[src/rtl/video_timing_pkg.sv]
// Shared types and default timing constants for the video timing generator.
package video_timing_pkg;

    typedef enum logic [2:0] {
        ST_IDLE,
        ST_VSYNC,
        ST_VBACK,
        ST_ACTIVE,
        ST_VFRONT
    } vtg_state_t;

    localparam int VTG_CNT_W        = 16;
    localparam int VTG_FRAME_WIDTH  = 640;
    localparam int VTG_FRAME_HEIGHT = 512;
    localparam int VTG_H_BLANK      = 160;
    localparam int VTG_V_SYNC       = 2;
    localparam int VTG_V_BACK       = 8;
    localparam int VTG_V_FRONT      = 2;
    // 256-bit AXI word carries 16 pixels of 16 bits
    localparam int VTG_PACK_RATIO   = 16;

endpackage

[src/rtl/vtg_hv_counter.sv]
// Horizontal/vertical position counter pair; h wraps every H_TOTAL clocks while running.
module vtg_hv_counter
    import video_timing_pkg::*;
#(
    parameter int H_TOTAL = VTG_FRAME_WIDTH + VTG_H_BLANK
) (
    input  logic                 clk,
    input  logic                 rst,
    input  logic                 clear,
    input  logic                 run,
    input  logic                 v_clear,
    output logic [VTG_CNT_W-1:0] h_cnt,
    output logic [VTG_CNT_W-1:0] v_cnt,
    output logic                 line_wrap
);

    localparam logic [VTG_CNT_W-1:0] H_LAST = VTG_CNT_W'(H_TOTAL - 1);

    assign line_wrap = (h_cnt == H_LAST);

    // NOTE: registered state uses non-blocking assignments so every flop samples pre-edge values.
    always_ff @(posedge clk) begin
        if (rst || clear) begin
            h_cnt <= '0;
            v_cnt <= '0;
        end else if (run) begin
            if (line_wrap) begin
                h_cnt <= '0;
                v_cnt <= v_clear ? '0 : v_cnt + 1'b1;
            end else begin
                h_cnt <= h_cnt + 1'b1;
            end
        end
    end

endmodule

[src/rtl/video_timing_gen.sv]
// Frame timing FSM producing VSYNC, data enable and pixel/line indices.
// Optional build macro VTG_EXT_TRIG_EN gates each frame start on an external trigger.
module video_timing_gen
    import video_timing_pkg::*;
#(
    parameter int FRAME_WIDTH  = VTG_FRAME_WIDTH,
    parameter int FRAME_HEIGHT = VTG_FRAME_HEIGHT,
    parameter int H_BLANK      = VTG_H_BLANK,
    parameter int V_SYNC       = VTG_V_SYNC,
    parameter int V_BACK       = VTG_V_BACK,
    parameter int V_FRONT      = VTG_V_FRONT
) (
    input  logic                 rd_clk,
    input  logic                 rd_rst,
    input  logic                 i_enable,
`ifdef VTG_EXT_TRIG_EN
    input  logic                 i_frame_trig,
`endif
    output logic                 o_vs,
    output logic                 o_de,
    output logic [VTG_CNT_W-1:0] o_pix_cnt,
    output logic [VTG_CNT_W-1:0] o_line_cnt,
    output logic                 o_frame_done,
    output logic [VTG_CNT_W-1:0] o_frame_cnt,
    output logic                 o_busy
);

    localparam int H_TOTAL = FRAME_WIDTH + H_BLANK;
    localparam logic [VTG_CNT_W-1:0] H_LAST    = VTG_CNT_W'(H_TOTAL - 1);
    localparam logic [VTG_CNT_W-1:0] W_ACTIVE  = VTG_CNT_W'(FRAME_WIDTH);
    localparam logic [VTG_CNT_W-1:0] VS_LAST   = VTG_CNT_W'(V_SYNC - 1);
    localparam logic [VTG_CNT_W-1:0] VB_LAST   = VTG_CNT_W'(V_BACK - 1);
    localparam logic [VTG_CNT_W-1:0] ACT_LAST  = VTG_CNT_W'(FRAME_HEIGHT - 1);
    localparam logic [VTG_CNT_W-1:0] VF_LAST   = VTG_CNT_W'(V_FRONT - 1);

    if (FRAME_WIDTH % VTG_PACK_RATIO != 0) begin : g_bad_width
        $error("video_timing_gen: FRAME_WIDTH must be a multiple of 16");
    end
    if (H_BLANK < 1 || V_SYNC < 1 || V_BACK < 1 || V_FRONT < 1) begin : g_bad_blank
        $error("video_timing_gen: blanking parameters must each be at least 1");
    end

    vtg_state_t           state, state_nxt;
    logic [VTG_CNT_W-1:0] h_cnt, v_cnt, h_nxt, v_nxt;
    logic                 line_wrap, leave, go, de_nxt, done_nxt;

    vtg_hv_counter #(.H_TOTAL(H_TOTAL)) u_hv (
        .clk       (rd_clk),
        .rst       (rd_rst),
        .clear     (state == ST_IDLE),
        .run       (state != ST_IDLE),
        .v_clear   (leave),
        .h_cnt     (h_cnt),
        .v_cnt     (v_cnt),
        .line_wrap (line_wrap)
    );

`ifdef VTG_EXT_TRIG_EN
    logic trig_pend;

    // A pending trigger is consumed by the VSYNC entry it enables.
    always_ff @(posedge rd_clk) begin
        if (rd_rst)
            trig_pend <= 1'b0;
        else if (state_nxt == ST_VSYNC && state != ST_VSYNC)
            trig_pend <= 1'b0;
        else if (i_frame_trig)
            trig_pend <= 1'b1;
    end

    assign go = i_enable && (trig_pend || i_frame_trig);
`else
    assign go = i_enable;
`endif

    // NOTE: every always_comb output gets a default first so no latch can be inferred.
    always_comb begin
        state_nxt = state;
        leave     = 1'b0;
        case (state)
            ST_IDLE:   if (go) state_nxt = ST_VSYNC;
            ST_VSYNC:  if (line_wrap && v_cnt == VS_LAST) begin
                           state_nxt = ST_VBACK;
                           leave     = 1'b1;
                       end
            ST_VBACK:  if (line_wrap && v_cnt == VB_LAST) begin
                           state_nxt = ST_ACTIVE;
                           leave     = 1'b1;
                       end
            ST_ACTIVE: if (line_wrap && v_cnt == ACT_LAST) begin
                           state_nxt = ST_VFRONT;
                           leave     = 1'b1;
                       end
            ST_VFRONT: if (line_wrap && v_cnt == VF_LAST) begin
                           state_nxt = go ? ST_VSYNC : ST_IDLE;
                           leave     = 1'b1;
                       end
            default:   state_nxt = ST_IDLE;
        endcase

        // Counter values after this edge, so registered outputs line up with state.
        h_nxt    = (state == ST_IDLE || line_wrap) ? '0 : h_cnt + 1'b1;
        v_nxt    = (state == ST_IDLE) ? '0 :
                   line_wrap ? (leave ? '0 : v_cnt + 1'b1) : v_cnt;
        de_nxt   = (state_nxt == ST_ACTIVE) && (h_nxt < W_ACTIVE);
        done_nxt = (state_nxt == ST_VFRONT) && (h_nxt == H_LAST) && (v_nxt == VF_LAST);
    end

    always_ff @(posedge rd_clk) begin
        if (rd_rst) begin
            state        <= ST_IDLE;
            o_vs         <= 1'b0;
            o_de         <= 1'b0;
            o_pix_cnt    <= '0;
            o_line_cnt   <= '0;
            o_frame_done <= 1'b0;
            o_frame_cnt  <= '0;
            o_busy       <= 1'b0;
        end else begin
            state        <= state_nxt;
            o_vs         <= (state_nxt == ST_VSYNC);
            o_de         <= de_nxt;
            o_pix_cnt    <= de_nxt ? h_nxt : '0;
            o_line_cnt   <= de_nxt ? v_nxt : '0;
            o_frame_done <= done_nxt;
            o_busy       <= (state_nxt != ST_IDLE);
            if (done_nxt)
                o_frame_cnt <= o_frame_cnt + 1'b1;
        end
    end

endmodule

[config.mk]
export PLATFORM = sky130hd
export DESIGN_NAME = video_timing_gen
export DESIGN_NICKNAME = d
export VERILOG_FILES = /design/src/rtl/video_timing_pkg.sv /design/src/rtl/vtg_hv_counter.sv /design/src/rtl/video_timing_gen.sv
export SDC_FILE = /design/constraint.sdc
export NUM_CORES = 1
export LEC_CHECK = 0
export CAP_MARGIN = 10
export CORE_ASPECT_RATIO = 1.25
export CORE_MARGIN = 4
export CORE_UTILIZATION = 55
export CTS_BUF_LIST = sky130_fd_sc_hd__clkbuf_8
export CTS_CLUSTER_SIZE = 28
export DETAILED_ROUTE_END_ITERATION = 16
export GPL_TIMING_DRIVEN = 0
export PLACE_DENSITY = 0.8
export SYNTH_ARGS = -nofsm -noshare
export SYNTH_HDL_FRONTEND = slang
export SYNTH_SLANG_ARGS = --single-unit
export TNS_END_PERCENT = 30
[constraint.sdc]
create_clock -name rd_clk -period 3.9 [get_ports rd_clk]
set_input_delay 0.78 -clock rd_clk [delete_from_list [all_inputs] [get_ports rd_clk]]
set_output_delay 0.78 -clock rd_clk [all_outputs]
set_load 0.03 [all_outputs]
# After elaboration in Yosys (flattened, before gate mapping)

Cells that the tools add are included.

Add/sub/neg operators: 3
Magnitude comparators: 1
Equality and inequality tests: 13
Mux-type cells: 16
Bitwise gates (word level): 1
Reduce and logical (&&, ||, !) cells: 13

Operators with widths:

| operator                                             | count |
|---|---|
| two-way mux 16 bit                                   | 5 |
| adder 16 x 1 -> 16 bit, second input constant        | 3 |
| == test 16 x 1 -> 1 bit, second input constant       | 2 |
| == test 16 x 10 -> 1 bit, second input constant      | 2 |
| == test 16 x 3 -> 1 bit, second input constant       | 1 |
| == test 16 x 9 -> 1 bit, second input constant       | 1 |
| < comparator 16 x 10 -> 1 bit, second input constant | 1 |
| two-way mux 3 bit                                    | 5 |
| case mux 3 bit (5 select lines)                      | 1 |
| == test 3 x 2 -> 1 bit, second input constant        | 3 |
| == test 3 x 1 -> 1 bit, second input constant        | 2 |
| == test 3 bit, second input constant                 | 2 |
| logical AND 1 bit                                    | 6 |
| nonzero test 3 bit                                   | 2 |
| two-way mux 1 bit                                    | 4 |
| OR reduction 2 bit                                   | 2 |
| logical NOT 3 bit                                    | 1 |
| case mux 1 bit (3 select lines)                      | 1 |
| logical OR 1 bit                                     | 2 |
| inverter 1 bit                                       | 1 |

Register bits: 87
Output and inout bits: 52
Logic and storage cells: 57

# Depth between registers and ports, before layout

Word-level depth: 9
Mapped depth: 12
Gate-level depth less buffers: 10

# Modules after synthesis

From an unflattened synthesis, not the netlist that was laid out.

Cell total of the unflattened synthesis: 564
Area, all modules: 4611.9 µm²

Modules (own cells, without submodules):

| module           | times used | cells each | area each (µm²) | sequential area each (µm²) |
|---|---|---|---|---|
| video_timing_gen | 1          | 363        | 2902.8          | 1101.1 |
| vtg_hv_counter   | 1          | 201        | 1709.1          | 640.6 |

# Worst setup path before layout

No wires, ideal clock.

Kind: flip-flop to flip-flop
From: register u_hv.h_cnt[1]
To: register o_frame_cnt[13]
Library setup time: 0.070 ns
Data arrival time: 3.193 ns
Data required time: 3.830 ns
Slack: 0.636 ns
Cell stages (with the launch flop): 10
Buffers on the path: 0
Period minus slack after synthesis: 3.264 ns
Path through: dfxtp_1 -> ha_1 -> nor3b_1 -> nand4_2 -> or4_4 -> a2111oi_2 -> nand4_1 -> or4_1 -> or4_1 -> a21oi_1

Cells in the longest elaborated chain, start to end: 9
Elaborated cells between the ends (all ways): 24
Those cells by class: 1 x add/sub; 4 x eq/ne; 13 x mux; 6 x reduce/logical

Ends and longest elaborated chain:

| element                                     | line                    | text |
|---|---|---|
| start, declared                             | vtg_hv_counter.sv:12    | `output logic [VTG_CNT_W-1:0] h_cnt,` |
| start signal, assigned                      | vtg_hv_counter.sv:31    | `h_cnt <= h_cnt + 1'b1;` |
| == test 16 x 10 -> 1 bit                    | vtg_hv_counter.sv:19    | `assign line_wrap = (h_cnt == H_LAST);` |
| logical AND 1 bit, on equally long branches | n/a                     |  |
| two-way mux 1 bit, on equally long branches | n/a                     |  |
| case mux 1 bit (3 select lines)             | video_timing_gen.sv:80  | `case (state)` |
| two-way mux 16 bit                          | video_timing_gen.sv:104 | `line_wrap ? (leave ? '0 : v_cnt + 1'b1) : v_cnt;` |
| two-way mux 16 bit                          | n/a                     |  |
| two-way mux 16 bit                          | video_timing_gen.sv:103 | `v_nxt = (state == ST_IDLE) ? '0 :` |
| == test 16 x 1 -> 1 bit                     | video_timing_gen.sv:106 | `done_nxt = (state_nxt == ST_VFRONT) && (h_nxt == H_LAST) && (v_nxt == VF_LAST);` |
| logical AND 1 bit *                         | video_timing_gen.sv:106 |  |
| end signal, assigned                        | video_timing_gen.sv:128 | `o_frame_cnt <= o_frame_cnt + 1'b1;` |
| end, declared                               | video_timing_gen.sv:24  | `output logic [VTG_CNT_W-1:0] o_frame_cnt,` |

Every way passes the cells marked *; elsewhere a longest branch is shown, timed or not.
A chain may end at the register's enable or synchronous reset.

# Worst setup path after layout

From: register u_hv.h_cnt[1]
To: register o_frame_cnt[15]

Same word-level chain as after synthesis.

==> impl_metrics.json <==
{
  "hpwl_um": 6679,
  "cp_max_fo": 10,
  "ir_worst_vdd_v": 0.0002865,
  "rr_startpoint": "u_hv.h_cnt[1]",
  "crit_required_ps": 4190,
  "port_buffers": 54,
  "power_density_nw_per_um2": 351.6,
  "worst_slew_pin_slew_ps": 496.6,
  "drc": 0,
  "cts_buffers": 9,
  "start_kind": "flip-flop",
  "hold_violations": 0,
  "p_leak_nw": 1.622,
  "area_growth_pct": 24.10,
  "period_needed_ps": 3653,
  "grt_pass1_vias": 3344,
  "yosysWarningCount": 0,
  "arrival_ps": 3950,
  "final_cells": 616,
  "grt_overflow": 0,
  "finalPower_mw": 1.693,
  "root_buffer": "clkbuf_8",
  "netlist_instances": 455,
  "fin_setup_tns_ps": 0,
  "wl_um": 9384,
  "clk_path_buf_depth": 2,
  "drive_gt1_share_pct": 7.372,
  "synthArstFlopShare_pct": 0,
  "placedInstanceArea_um2": 4547,
  "final_common_cell": "dfxtp_1",
  "clock_latency_ps": 360,
  "htree_levels": 3,
  "pin_count": 55,
  "antenna_found_initial": 0,
  "grt_first_pass_wirelength_um": 15490,
  "cts_tree": "yes",
  "maxCapViolations": 0,
  "start_util_pct": 57.99,
  "cp-end-kind": "flip-flop",
  "final_cell_mix": "dfxtp_1 (87), nor2_1 (79), clkdlybuf4s50_1 (54)",
  "rrSetupSlack_ps": 250,
  "yosys_register_bits": 87,
  "hp-class": "flip-flop to flip-flop",
  "fp-row-count": 33,
  "design_area_um2": 4813,
  "ant_nets": 0,
  "rsz0062_at_grt": "no",
  "post_drt_via_cell_ratio": 5.698,
  "cp-startpoint": "u_hv.h_cnt[1]",
  "coreArea_um2": 6689,
  "clk_pin_slew_ps": 90,
  "die_area_um2": 8468,
  "die_h_um": 101.9,
  "hold_buffers": 0,
  "status": "finished, final reports clean",
  "worstSetupPathType": "flip-flop to flip-flop",
  "fin_skew_ps": 11.84,
  "dr.pass1.iters": 5,
  "yosys_most_used_dff": "dfxtp_1",
  "synth_edf_count": 0,
  "avgSynthCellArea_um2": 8.525,
  "cts_resized": 0,
  "synth_area_um2": 3879,
  "setup_viol": 0,
  "hold_start": "o_frame_cnt[13]",
  "ys_types": 57,
  "synth-seq-area-share_pct": 44.90,
  "cts_setup_buffers": 0,
  "finalNetCount": 531,
  "grt_use_total_pct": 22.58,
  "die_x_um": 83.11,
  "dp.cells": 601,
  "gp_congestion": 0.9058,
  "n_antenna_cell": 0,
  "maxSlewHeadroom_pct": 66.64,
  "drt-initial-drc-count": 197,
  "cts.sink_count": 87,
  "period_share_pct": 93.67,
  "final_max_slew_viol_count": 0,
  "vias": 3510,
  "wl_per_cell_um": 15.23,
  "grt_max_degree": 15,
  "fmax_mhz": 273.7
}
[final timing paths]
| path | cells after the start | to |
|---|---|---|
| min | 2 | o_frame_cnt[13] |
| max reg2reg | 10 | o_frame_cnt[15] |
| max | 10 | o_frame_cnt[15] |
| min reg2reg | 2 | o_frame_cnt[13] |
[critical path, stage by stage (launching register included)]
cell and delay, ps:
dfxtp_1 480, ha_4 230, nor3b_2 220, nand4_2 240, or4_4 610, a2111oi_2 420, nand4_1 130, or4_1 530
buf_2 230, or3_1 360, a21oi_1 150
[report_power, final]
part / switching [mW] / internal, mW
Clock: 0.316 / 0.422
Sequential: 0.00431 / 0.894
Combinational: 0.0360 / 0.0199
Total: 0.357 / 1.34
[routing by layer]
metal  up-vias  wire length [um]  part of all wire [%]  GRT usage, %
met2       127              4613                    49         39.14
met4         0               208                   2.2         12.45
li1       1725                 -                     -             -
met3        18               607                   6.5         5.161
met5         -                 0                     0             0
met1      1640              3954                    42         26.01
[synthesized netlist by cell type, drive strengths merged, types with 2 or more instances]
master  instances  area [um2]
dfxtp          87        1742
nor2           79       296.5
nand2          24       90.09
xnor2          23       201.4
clkbuf         20       75.07
nand3          19       95.09
a21oi          18       90.09
or3            18       112.6
nand4          17       112.6
o21ai          15       75.07
buf            12       61.31
nor3           11       55.05
inv            10       37.54
nor4           10       90.08
xor2            8       70.07
and3            7       43.79
and4            6       52.55
or2             6       37.54
a211oi          5       37.54
nand2b          5       31.28
and2            4       25.02
ha              4       50.05
mux2i           4       40.04
nand3b          4       30.03
o31ai           4       30.03
or4             4       33.78
nor3b           3       22.52
nor4b           3       26.28
o211ai          3       22.52
a31oi           2       12.51
o21a            2       15.01
[cell families after synthesis]
logic type,after synthesis,synth area share (%)
adder cells (fa/ha/maj),4,1.290
XOR/XNOR,31,7.000
buffers and inverters,42,4.484
AND/OR/NAND/NOR,226,31.26
multiplexers,4,1.032
flip-flops,87,44.90
AO/OA/AOI/OAI,60,9.936
other,1,0.09668
[flip-flops by register name (all words and copies together) (netlist names), 3 cells and up]
register,flops
o_line_cnt,16
u_hv.v_cnt,16
state,3
u_hv.h_cnt,16
o_frame_cnt,16
o_pix_cnt,16
[through the flow]
stage	worst slack [ps]	hold slack, ps	utilization (%)
after floorplan	636.1	545.3	-
after global placement	113.6	472.4	67.98
after detailed placement	38.70	488.4	67.98
after CTS	52.60	501.8	71.53
after global routing	37.01	543.9	71.96
final	247.0	501.2	71.96
[area by class of cell]
cell class                      instances  area (um2)
Sequential cell                        87        1742
Clock buffer                            9       123.9
Multi-Input combinational cell        331        2014
Fill cell                             542        1876
Tap cell                               87       108.9
Inverter                               10       37.54
Buffer                                 31       132.6
Timing Repair Buffer                   54       540.5
Clock inverter                          7       113.9
Power figures use the tool's default switching activity.
==> edit (config.mk and constraints unchanged) <==
Register the output `o_pix_cnt` once more, cleared by the reset; this adds one clock of latency there. The other outputs are not delayed to match.
--- a/src/rtl/video_timing_gen.sv
+++ b/src/rtl/video_timing_gen.sv
@@ -34,2 +34,4 @@
     localparam logic [VTG_CNT_W-1:0] VF_LAST   = VTG_CNT_W'(V_FRONT - 1);
+
+    logic [VTG_CNT_W-1:0] o_pix_cnt_s0;
 
@@ -113,3 +115,3 @@
             o_de         <= 1'b0;
-            o_pix_cnt    <= '0;
+            o_pix_cnt_s0 <= '0;
             o_line_cnt   <= '0;
@@ -122,3 +124,3 @@
             o_de         <= de_nxt;
-            o_pix_cnt    <= de_nxt ? h_nxt : '0;
+            o_pix_cnt_s0 <= de_nxt ? h_nxt : '0;
             o_line_cnt   <= de_nxt ? v_nxt : '0;
@@ -131,2 +133,10 @@
 
+    always_ff @(posedge rd_clk) begin
+        if (rd_rst) begin
+            o_pix_cnt <= '0;
+        end else begin
+            o_pix_cnt <= o_pix_cnt_s0;
+        end
+    end
+
 endmodule
Check against the original RTL: same outputs for any inputs over 10 cycles, from zero or initial values and one cycle with rd_rst high; that may be too few to reach the edited logic, so the function may still have changed.
==> edit against the original RTL <==
Total power grew 8.7%; sequential cell count grew 16; sequential share of layout area grew 1.2 points; core utilization shrank 4.7 points; wire length grew 14%; cell area grew 15%; setup slack lost 0.017 ns; worst hold slack lost 0.057 ns; synthesized area grew 19%; highest routed layer unchanged.
==> edit: results (changes against the original RTL) <==
| Metric | Value |
|---|---|
| Routability-driven placement congestion ratio | `0.916 (was 0.906)` |
| Worst reg2reg path depth | `11 (was 10)` |
| CP max-delay cell | `or4_1 (was or4_4)` |
| Worst Hold Path EP | `o_pix_cnt[1]$_SDFF_PP0_ (was o_frame_cnt[13]$_SDFFE_PP0P_)` |
| Detailed Place HPWL | `7880 µm (was 6680 µm)` |
| Hold_ws | `0.444 ns (was 0.501 ns)` |
| Met3 routed WL | `554 µm (was 607 µm)` |
| Flop2flop setup slack | `0.23 ns (was 0.25 ns)` |
| Seq group | `0.00106 W (was 0.000899 W)` |
| Ranking of synthesized cells by area | `dfxtp_1, nor2_1, xnor2_1, nor2b_1, nand3_1 (was dfxtp_1, nor2_1, xnor2_1, or3_1, nand4_1)` |
| Switching portion of total power | `23.3% (was 21.1%)` |
| Met2 WL | `5410 µm (was 4610 µm)` |
| Hold Path Origin | `o_pix_cnt_s0[1]$_SDFF_PP0_ (was o_frame_cnt[13]$_SDFFE_PP0P_)` |
| Max incr delay on CP | `0.56 ns (was 0.61 ns)` |
| Sequential power share | `57.8% (was 53.1%)` |
| Worst path arrival time | `3.94 ns (was 3.95 ns)` |
| Iteration-0 DRC Markers | `249 (was 197)` |
| Mapped Avg Cell Area | `8.94 µm² (was 8.52 µm²)` |
| First-pass GRT wire length | `17600 µm (was 15500 µm)` |
| VDD IR max | `0.276 mV (was 0.287 mV)` |
| Library cells used by synthesis | `65 (was 57)` |
| Post-synthesis sequential area ratio | `44.9% (about the same)` |
| Skew final | `0.0119 ns (was 0.0118 ns)` |
| Placed Area | `0.00527 mm² (was 0.00455 mm²)` |
| Worst setup endpoint | `o_frame_cnt[11]$_SDFFE_PP0P_ (was o_frame_cnt[15]$_SDFFE_PP0P_)` |
| Post-synthesis compound-gate area fraction | `9.25% (was 9.94%)` |
| Die Wd | `89.8 µm (was 83.1 µm)` |
| Reg2reg start | `u_hv.h_cnt[0]$_SDFFE_PP0P_ (was u_hv.h_cnt[1]$_SDFFE_PP0P_)` |
| Metal-1 WL | `4430 µm (was 3950 µm)` |
| Pleak | `1.83 nW (was 1.62 nW)` |
| GRT Resource Usage Total | `22.0% (was 22.6%)` |
| Status | `complete, no violations (unchanged)` |
| Pre-antenna DRT Iters | `7 (was 5)` |
| Inst Count DP | `669 (was 601)` |
| Slew HR | `48.7% (was 66.6%)` |
| Multiplexer share of the synthesized area | `2.10% (was 1.03%)` |
-- edit: cell count changes after synthesis, sizes merged, moves of 4 or more --
cell / change
nand4: -6
nand2: +9
o31ai: +7
nor3: +7
or3: -11
nand3: +8
or4: +8
dfxtp: +16
o21ai: -11
nor2b: +23
xnor2: -4
mux2: +5
-- edit: layer usage --
| layer | GRT usage (%) | up-vias |
|---|---|---|
| li1 | - | 1949 |
| met1 | 24.9 | 1907 |
| met2 | 40.5 | 129 |
| met3 | 4.82 | 33 |
| met4 | 9.53 | 0 |
| met5 | 0 | - |
-- edit: repair_timing --
action | 4_1_cts | 5_1_grt
setup buffers | 0 | 1
setup endpoints to repair | 0 | 9
resized for setup | 0 | 3
hold buffers | 0 | 0
-- edit: area by class of cell --
cell class                      instances  area, µm²
Inverter                                7       26.3
Clock buffer                           10        138
Buffer                                 30        138
Clock inverter                          6       86.3
Sequential cell                       103       2060
Timing Repair Buffer                   54        538
Fill cell                             672       2680
Multi-Input combinational cell        379       2400
Tap cell                               97        121
